==> src/rtl/peak_pkg.sv <==
// Shared widths, matrix size and FSM encoding for the peak finder.
// Latency: n/a (constants only).
// Backpressure: n/a.
package peak_pkg;

    localparam int ROW_W    = 5;
    localparam int COL_W    = 5;
    localparam int DATA_W   = 8;
    localparam int MAT_SIZE = 1024;

    localparam logic [1:0] ST_IDLE  = 2'd0;
    localparam logic [1:0] ST_SCAN  = 2'd1;
    localparam logic [1:0] ST_DRAIN = 2'd2;
    localparam logic [1:0] ST_DONE  = 2'd3;

endpackage

==> src/rtl/scan_addr_gen.sv <==
// Raster-order BRAM address generator plus a one-cycle delayed row/col tag aligned to read data.
// Latency: first address one cycle after scan_en rises; tag trails the address by one cycle.
// Backpressure: none; issues one address per cycle until the last matrix address.
module scan_addr_gen #(
    parameter int ROW_W = peak_pkg::ROW_W,
    parameter int COL_W = peak_pkg::COL_W
) (
    input  logic                   clk,
    input  logic                   rst,
    input  logic                   scan_en,
    output logic                   rd_en,
    output logic [ROW_W+COL_W-1:0] rd_addr,
    output logic                   last_issued,
    output logic                   smp_vld,
    output logic                   smp_first,
    output logic                   smp_last,
    output logic [ROW_W-1:0]       smp_row,
    output logic [COL_W-1:0]       smp_col
);
    import peak_pkg::*;

    localparam int AW = ROW_W + COL_W;
    localparam logic [AW-1:0] LAST_ADDR = AW'(MAT_SIZE - 1);

    logic          rd_en_q,     rd_en_d;
    logic [AW-1:0] addr_q,      addr_d;
    logic          smp_vld_q,   smp_vld_d;
    logic          smp_first_q, smp_first_d;
    logic          smp_last_q,  smp_last_d;
    logic [ROW_W-1:0] smp_row_q, smp_row_d;
    logic [COL_W-1:0] smp_col_q, smp_col_d;
    logic          last_hit;

    always_comb begin
        last_hit = rd_en_q && (addr_q == LAST_ADDR);
        // The counter parks on the last address; it never wraps into a fresh read.
        rd_en_d  = scan_en && !last_hit;
        addr_d   = addr_q;
        if (scan_en && !rd_en_q) begin
            addr_d = '0;
        end else if (rd_en_q && !last_hit) begin
            addr_d = addr_q + AW'(1);
        end
        smp_vld_d   = rd_en_q;
        smp_first_d = rd_en_q && (addr_q == '0);
        smp_last_d  = last_hit;
        smp_row_d   = addr_q[AW-1:COL_W];
        smp_col_d   = addr_q[COL_W-1:0];
    end

    always_ff @(posedge clk) begin
        if (rst) begin
            rd_en_q     <= 1'b0;
            addr_q      <= '0;
            smp_vld_q   <= 1'b0;
            smp_first_q <= 1'b0;
            smp_last_q  <= 1'b0;
            smp_row_q   <= '0;
            smp_col_q   <= '0;
        end else begin
            rd_en_q     <= rd_en_d;
            addr_q      <= addr_d;
            smp_vld_q   <= smp_vld_d;
            smp_first_q <= smp_first_d;
            smp_last_q  <= smp_last_d;
            smp_row_q   <= smp_row_d;
            smp_col_q   <= smp_col_d;
        end
    end

    assign rd_en       = rd_en_q;
    assign rd_addr     = addr_q;
    assign last_issued = last_hit;
    assign smp_vld     = smp_vld_q;
    assign smp_first   = smp_first_q;
    assign smp_last    = smp_last_q;
    assign smp_row     = smp_row_q;
    assign smp_col     = smp_col_q;

endmodule

==> src/rtl/peak_finder.sv <==
// Scans a 32x32 BRAM matrix in raster order and reports the first maximum and its row/col.
// Latency: done and results 1026 cycles after the accepted scan_start rising edge.
// Backpressure: none; scan_start edges are ignored unless idle.
module peak_finder #(
    parameter int ROW_W  = peak_pkg::ROW_W,
    parameter int COL_W  = peak_pkg::COL_W,
    parameter int DATA_W = peak_pkg::DATA_W
) (
    input  logic                   clk,
    input  logic                   rst,
    input  logic                   scan_start,
    output logic                   bram_rd_en,
    output logic [ROW_W+COL_W-1:0] bram_rd_addr,
    input  logic [DATA_W-1:0]      bram_rd_data,
    output logic                   busy,
    output logic                   done,
    output logic                   peak_valid,
    output logic [DATA_W-1:0]      peak_value,
    output logic [ROW_W-1:0]       peak_row,
    output logic [COL_W-1:0]       peak_col
);
    import peak_pkg::*;

    logic [1:0]        state_q,      state_d;
    logic              start_d1_q,   start_d1_d;
    logic              busy_q,       busy_d;
    logic              done_q,       done_d;
    logic              valid_q,      valid_d;
    logic [DATA_W-1:0] max_q,        max_d;
    logic [ROW_W-1:0]  max_row_q,    max_row_d;
    logic [COL_W-1:0]  max_col_q,    max_col_d;
    logic [DATA_W-1:0] peak_value_q, peak_value_d;
    logic [ROW_W-1:0]  peak_row_q,   peak_row_d;
    logic [COL_W-1:0]  peak_col_q,   peak_col_d;

    logic              scan_en;
    logic              last_issued;
    logic              smp_vld;
    logic              smp_first;
    logic              smp_last;
    logic [ROW_W-1:0]  smp_row;
    logic [COL_W-1:0]  smp_col;

    logic              start_req;
    logic              capture_last;
    logic              take_new;
    logic [DATA_W-1:0] cand_value;
    logic [ROW_W-1:0]  cand_row;
    logic [COL_W-1:0]  cand_col;

    assign scan_en = (state_q == ST_SCAN);

    scan_addr_gen #(
        .ROW_W (ROW_W),
        .COL_W (COL_W)
    ) u_addr_gen (
        .clk         (clk),
        .rst         (rst),
        .scan_en     (scan_en),
        .rd_en       (bram_rd_en),
        .rd_addr     (bram_rd_addr),
        .last_issued (last_issued),
        .smp_vld     (smp_vld),
        .smp_first   (smp_first),
        .smp_last    (smp_last),
        .smp_row     (smp_row),
        .smp_col     (smp_col)
    );

    // Strict greater-than keeps the earliest raster position on ties.
    always_comb begin
        start_req    = scan_start && !start_d1_q && (state_q == ST_IDLE);
        capture_last = (state_q == ST_DRAIN) && smp_vld && smp_last;
        take_new     = smp_vld && (smp_first || (bram_rd_data > max_q));
        cand_value   = take_new ? bram_rd_data : max_q;
        cand_row     = take_new ? smp_row : max_row_q;
        cand_col     = take_new ? smp_col : max_col_q;
    end

    always_comb begin
        state_d = state_q;
        case (state_q)
            ST_IDLE:  if (start_req)    state_d = ST_SCAN;
            ST_SCAN:  if (last_issued)  state_d = ST_DRAIN;
            ST_DRAIN: if (capture_last) state_d = ST_DONE;
            ST_DONE:                    state_d = ST_IDLE;
            default:                    state_d = ST_IDLE;
        endcase
    end

    // The final sample is folded straight into the result registers so done lands on the capture edge.
    always_comb begin
        start_d1_d   = scan_start;
        busy_d       = busy_q;
        done_d       = capture_last;
        valid_d      = valid_q;
        max_d        = cand_value;
        max_row_d    = cand_row;
        max_col_d    = cand_col;
        peak_value_d = peak_value_q;
        peak_row_d   = peak_row_q;
        peak_col_d   = peak_col_q;
        if (state_q == ST_SCAN) begin
            busy_d  = 1'b1;
            valid_d = 1'b0;
        end
        if (capture_last) begin
            busy_d       = 1'b0;
            valid_d      = 1'b1;
            peak_value_d = cand_value;
            peak_row_d   = cand_row;
            peak_col_d   = cand_col;
        end
    end

    always_ff @(posedge clk) begin
        if (rst) begin
            state_q      <= ST_IDLE;
            start_d1_q   <= 1'b0;
            busy_q       <= 1'b0;
            done_q       <= 1'b0;
            valid_q      <= 1'b0;
            max_q        <= '0;
            max_row_q    <= '0;
            max_col_q    <= '0;
            peak_value_q <= '0;
            peak_row_q   <= '0;
            peak_col_q   <= '0;
        end else begin
            state_q      <= state_d;
            start_d1_q   <= start_d1_d;
            busy_q       <= busy_d;
            done_q       <= done_d;
            valid_q      <= valid_d;
            max_q        <= max_d;
            max_row_q    <= max_row_d;
            max_col_q    <= max_col_d;
            peak_value_q <= peak_value_d;
            peak_row_q   <= peak_row_d;
            peak_col_q   <= peak_col_d;
        end
    end

    assign busy       = busy_q;
    assign done       = done_q;
    assign peak_valid = valid_q;
    assign peak_value = peak_value_q;
    assign peak_row   = peak_row_q;
    assign peak_col   = peak_col_q;

endmodule

==> config.mk <==
export PLATFORM = sky130hd
export DESIGN_NAME = peak_finder
export DESIGN_NICKNAME = d
export VERILOG_FILES = /design/src/rtl/peak_pkg.sv /design/src/rtl/scan_addr_gen.sv /design/src/rtl/peak_finder.sv
export SDC_FILE = /design/constraint.sdc
export NUM_CORES = 1
export LEC_CHECK = 0
export BUFFER_PORTS_ARGS = -buffer_cell sky130_fd_sc_hd__buf_2
export CAP_MARGIN = 10
export CORE_MARGIN = 2
export CORE_UTILIZATION = 40
export DETAILED_ROUTE_END_ITERATION = 8
export GPL_TIMING_DRIVEN = 1
export SLEW_MARGIN = 20
export SYNTH_ARGS = -nofsm -noshare
export SYNTH_HDL_FRONTEND = slang
export SYNTH_SLANG_ARGS = --single-unit
export TNS_END_PERCENT = 20
==> constraint.sdc <==
create_clock -name clk -period 2.2 [get_ports clk]
set_clock_uncertainty 0.15 [all_clocks]
set_input_delay 0.22 -clock clk [delete_from_list [all_inputs] [get_ports clk]]
set_output_delay 0.22 -clock clk [all_outputs]
set_load 0.01 [all_outputs]
==> results.yml <==
critical_path:
  critPathSlowestCell: "dfxtp_1"
  r2r_cells: 8
  cpLargestDelayFamily: "compound AO/OA/AOI/OAI gates"
  cp_num_cells: 8
  worstPathMaxFanout: 26
  r2r_slack_ns: 0.17
  worstSetupPathType: "reg -> reg"
  endpoint: "peak_row[0]"
  end_kind: "register"
  critical_path_buf_inv_count: 2
  crit_chain: "inv_1 -> ha_1 -> nor2b_1 -> o211ai_1 -> a21oi_2 -> buf_4 -> o2111ai_1 -> o211ai_1"
  cp_common_cell: "o211ai_1"
  cp.arrival_ns: 2.10
  cp_slowest_stage_delay_ns: 0.34
  crit_path_start_kind: "register"
  crit_start: "max_q[1]"
  required_ns: 2.26
  r2r_start: "max_q[1]"
  reg2reg_to: "peak_row[0]"
sta:
  tns_ns: 0
  final_hold_viol_count: 0
  min_period_over_period: 0.9239
  setup_violations: 0
  slew_headroom: 0.6482
  rsz0062_at_grt: "no"
  whs_ns: 0.04350
  fin_crit_ns: 2.033
  slew_viol_final: 0
  timing.fmax_mhz: 492.0
  worstMarginPinSlew_ns: 0.5260
detailed_routing:
  viasPerCell: 5.432
  routed_wl_um: 7119
  route.vias.total: 2602
  postRouteAntennaNets: 0
  routedWlPerCell_um: 14.86
  drcViolationCount: 0
  dr.pass1.iters: 5
  first_iter_violations: 174
layout:
  syn2layout_area_growth_pct: 18.80
  design_area_mm2: 0.003597
  drive_above_1_share: 0.2237
  instances_no_fill: 479
  nNetsFinal: 399
  diodes: 0
  utilization: 0.4933
die:
  io_pins: 43
  die_w_um: 91.01
  core-area_mm2: 0.007292
  die_h_um: 91.01
  initial_utilization: 0.4152
  rows: 31
  dieArea_mm2: 0.008282
cts:
  root_buffer: "clkbuf_8"
  clk_latency_ns: 0.34
  cts-buffers-inserted: 9
  cts_tree: "yes"
  clk_pin_slew_ns: 0.07
  clkSinkCount: 66
  ctsLongestPathBuffers: 2
  h-tree-depth: 3
grt:
  grt_pass1_vias: 2424
  grt_usage: 0.1821
  grt_max_degree: 40
  antenna_found_initial: 0
  grt_first_pass_wirelength_um: 12210
  grt_overflow: 0
yosys:
  yosysTopAreaCellShare: 0.4364
  synth_area_mm2: 0.003028
  async_flop_share: 0
  yosysSeqAreaShare: 0.4364
  ys_top_cells_by_count: "66 x dfxtp_1, 37 x o211ai_1, 25 x nand2_1"
  ys.flop_type: "dfxtp_1"
  syn_nets: 355
  ys_types: 42
  synth_top_area_cell: "dfxtp_1"
  synth.most_common_cell: "dfxtp_1"
  ys_ff_latch: 66
  synth_cells: 331
  ys_top_cells_by_area: "dfxtp_1 44%, o211ai_1 9.2%, ha_1 5.4%"
  yosysWarnings: 0
  syn_avg_cell_area_um2: 9.148
  synth_edf_count: 0
pwr:
  p_int_w: 0.001995
  clock_power_share: 0.364
  swShare: 0.2960
  p_leak_nw: 1.375
  p_comb_frac: 0.182
  ir_drop_mv: 0.4094
  p_sw_w: 0.0008385
  powerDensity_mw_per_mm2: 787.6
  seqPwrFrac: 0.454
run:
  cap_violations: 0
placed_design:
  dpl.hpwl_um: 4812
  dpl_cell_area_mm2: 0.003368
  dp.cells: 462
  io_buffers: 42
  gp_congestion: 0.8208
worst_hold_path:
  min_from: "bram_rd_data[3]"
  hold_path.class: "in -> reg"
run_status:
  status: "complete, no violations"
## worst reg2reg max path, cell delays in order (launching register included)
cell and delay (ns):
dfxtp_1 0.34, inv_1 0.06, ha_1 0.29, nor2b_1 0.13, o211ai_1 0.26, a21oi_2 0.10, buf_4 0.23, o2111ai_1 0.24
o211ai_1 0.11
## layout make-up
type	instances	area, um2
clock inverters	6	66.31
inverters	17	63.81
fillers	720	3695
flip-flops and latches	66	1321
clock buffers	10	137.6
repair buffers	58	349.1
well taps	99	123.9
multi-input cells	223	1535
## logic make-up after synthesis
logic type,share of synthesized area
AOI/OAI and AO/OA,0.2628
xor gates and xnor gates,0.01736
adders and majority gates,0.05372
buffers and inverters,0.06363
DFF,0.4364
muxes,0.006612
and+or+nand+nor,0.1595
## per-stage QoR
stage / setup slack, ns / power [W]
CTS: 0.1499 / 0.002859
finish: 0.1674 / 0.002833
global placement: 0.1904 / 0.001816
detailed placement: 0.1687 / 0.001823
global route: 0.009318 / 0.002988
floorplan: 0.2558 / 0.001682
## repair_timing
item,CTS,global route
endpoints found under the setup margin,0,20
resized for setup,0,3
hold endpoints to repair,1,0
hold buffers,1,0
buffers inserted,0,0
## per-layer routing
layer  vias to the layer above  wire [um]  track usage
met1                      1199       3446       0.2642
met5                         -          0            0
met4                         0        118      0.08586
li1                       1309          -            -
met3                        10        447      0.03402
met2                        84       3106       0.2586
## how the worst min path moves through the flow
stage / to / slack [ns] / depth (start not counted)
3_3_place_gp: busy / 0.30 / 1
3_5_place_dp: busy / 0.31 / 1
5_1_grt: max_q[2] / 0.05 / 3
6_report: max_q[3] / 0.04 / 3
4_1_cts: max_q[3] / 0.03 / 3
2_1_floorplan: start_d1_q / 0.20 / 2
## placed cells by master (no fill, tap or decap), types with 3 or more instances in the layout
master / synthesis / final
a21oi_1: 23 / 23
buf_2: 16 / 42
nor2_1: 24 / 24
o211ai_1: 37 / 37
xnor2_1: 4 / 4
nor2b_1: 18 / 18
clkinvlp_4: 0 / 3
a31oi_1: 19 / 18
dfxtp_1: 66 / 66
nand3_1: 4 / 4
o21ai_0: 3 / 3
nor3_1: 3 / 3
ha_1: 13 / 13
nor4_1: 3 / 3
inv_1: 16 / 16
nand2_1: 25 / 25
buf_4: 0 / 13
nand4_1: 3 / 3
clkbuf_8: 0 / 10
o2111ai_1: 18 / 17
## state kept, by name, summed over array words and instances, names as in the netlist, 2 cells and up
| name | flops |
|---|---|
| max_col_q | 5 |
| max_q | 8 |
| peak_value | 8 |
| state_q | 2 |
| peak_row | 5 |
| u_addr_gen.smp_row | 5 |
| u_addr_gen.smp_col | 5 |
| max_row_q | 5 |
| peak_col | 5 |
| u_addr_gen.rd_addr | 10 |
## power by group through the flow
stage	Clock, W	Combinational (W)	Sequential (W)
2_1_floorplan	0	0.000368	0.00131
3_3_place_gp	0	0.000503	0.00131
3_5_place_dp	0	0.000508	0.00131
4_1_cts	0.00106	0.000512	0.00129
5_1_grt	0.00112	0.000577	0.00129
6_report	0.00103	0.000516	0.00129
Power figures use the tool's default switching activity.
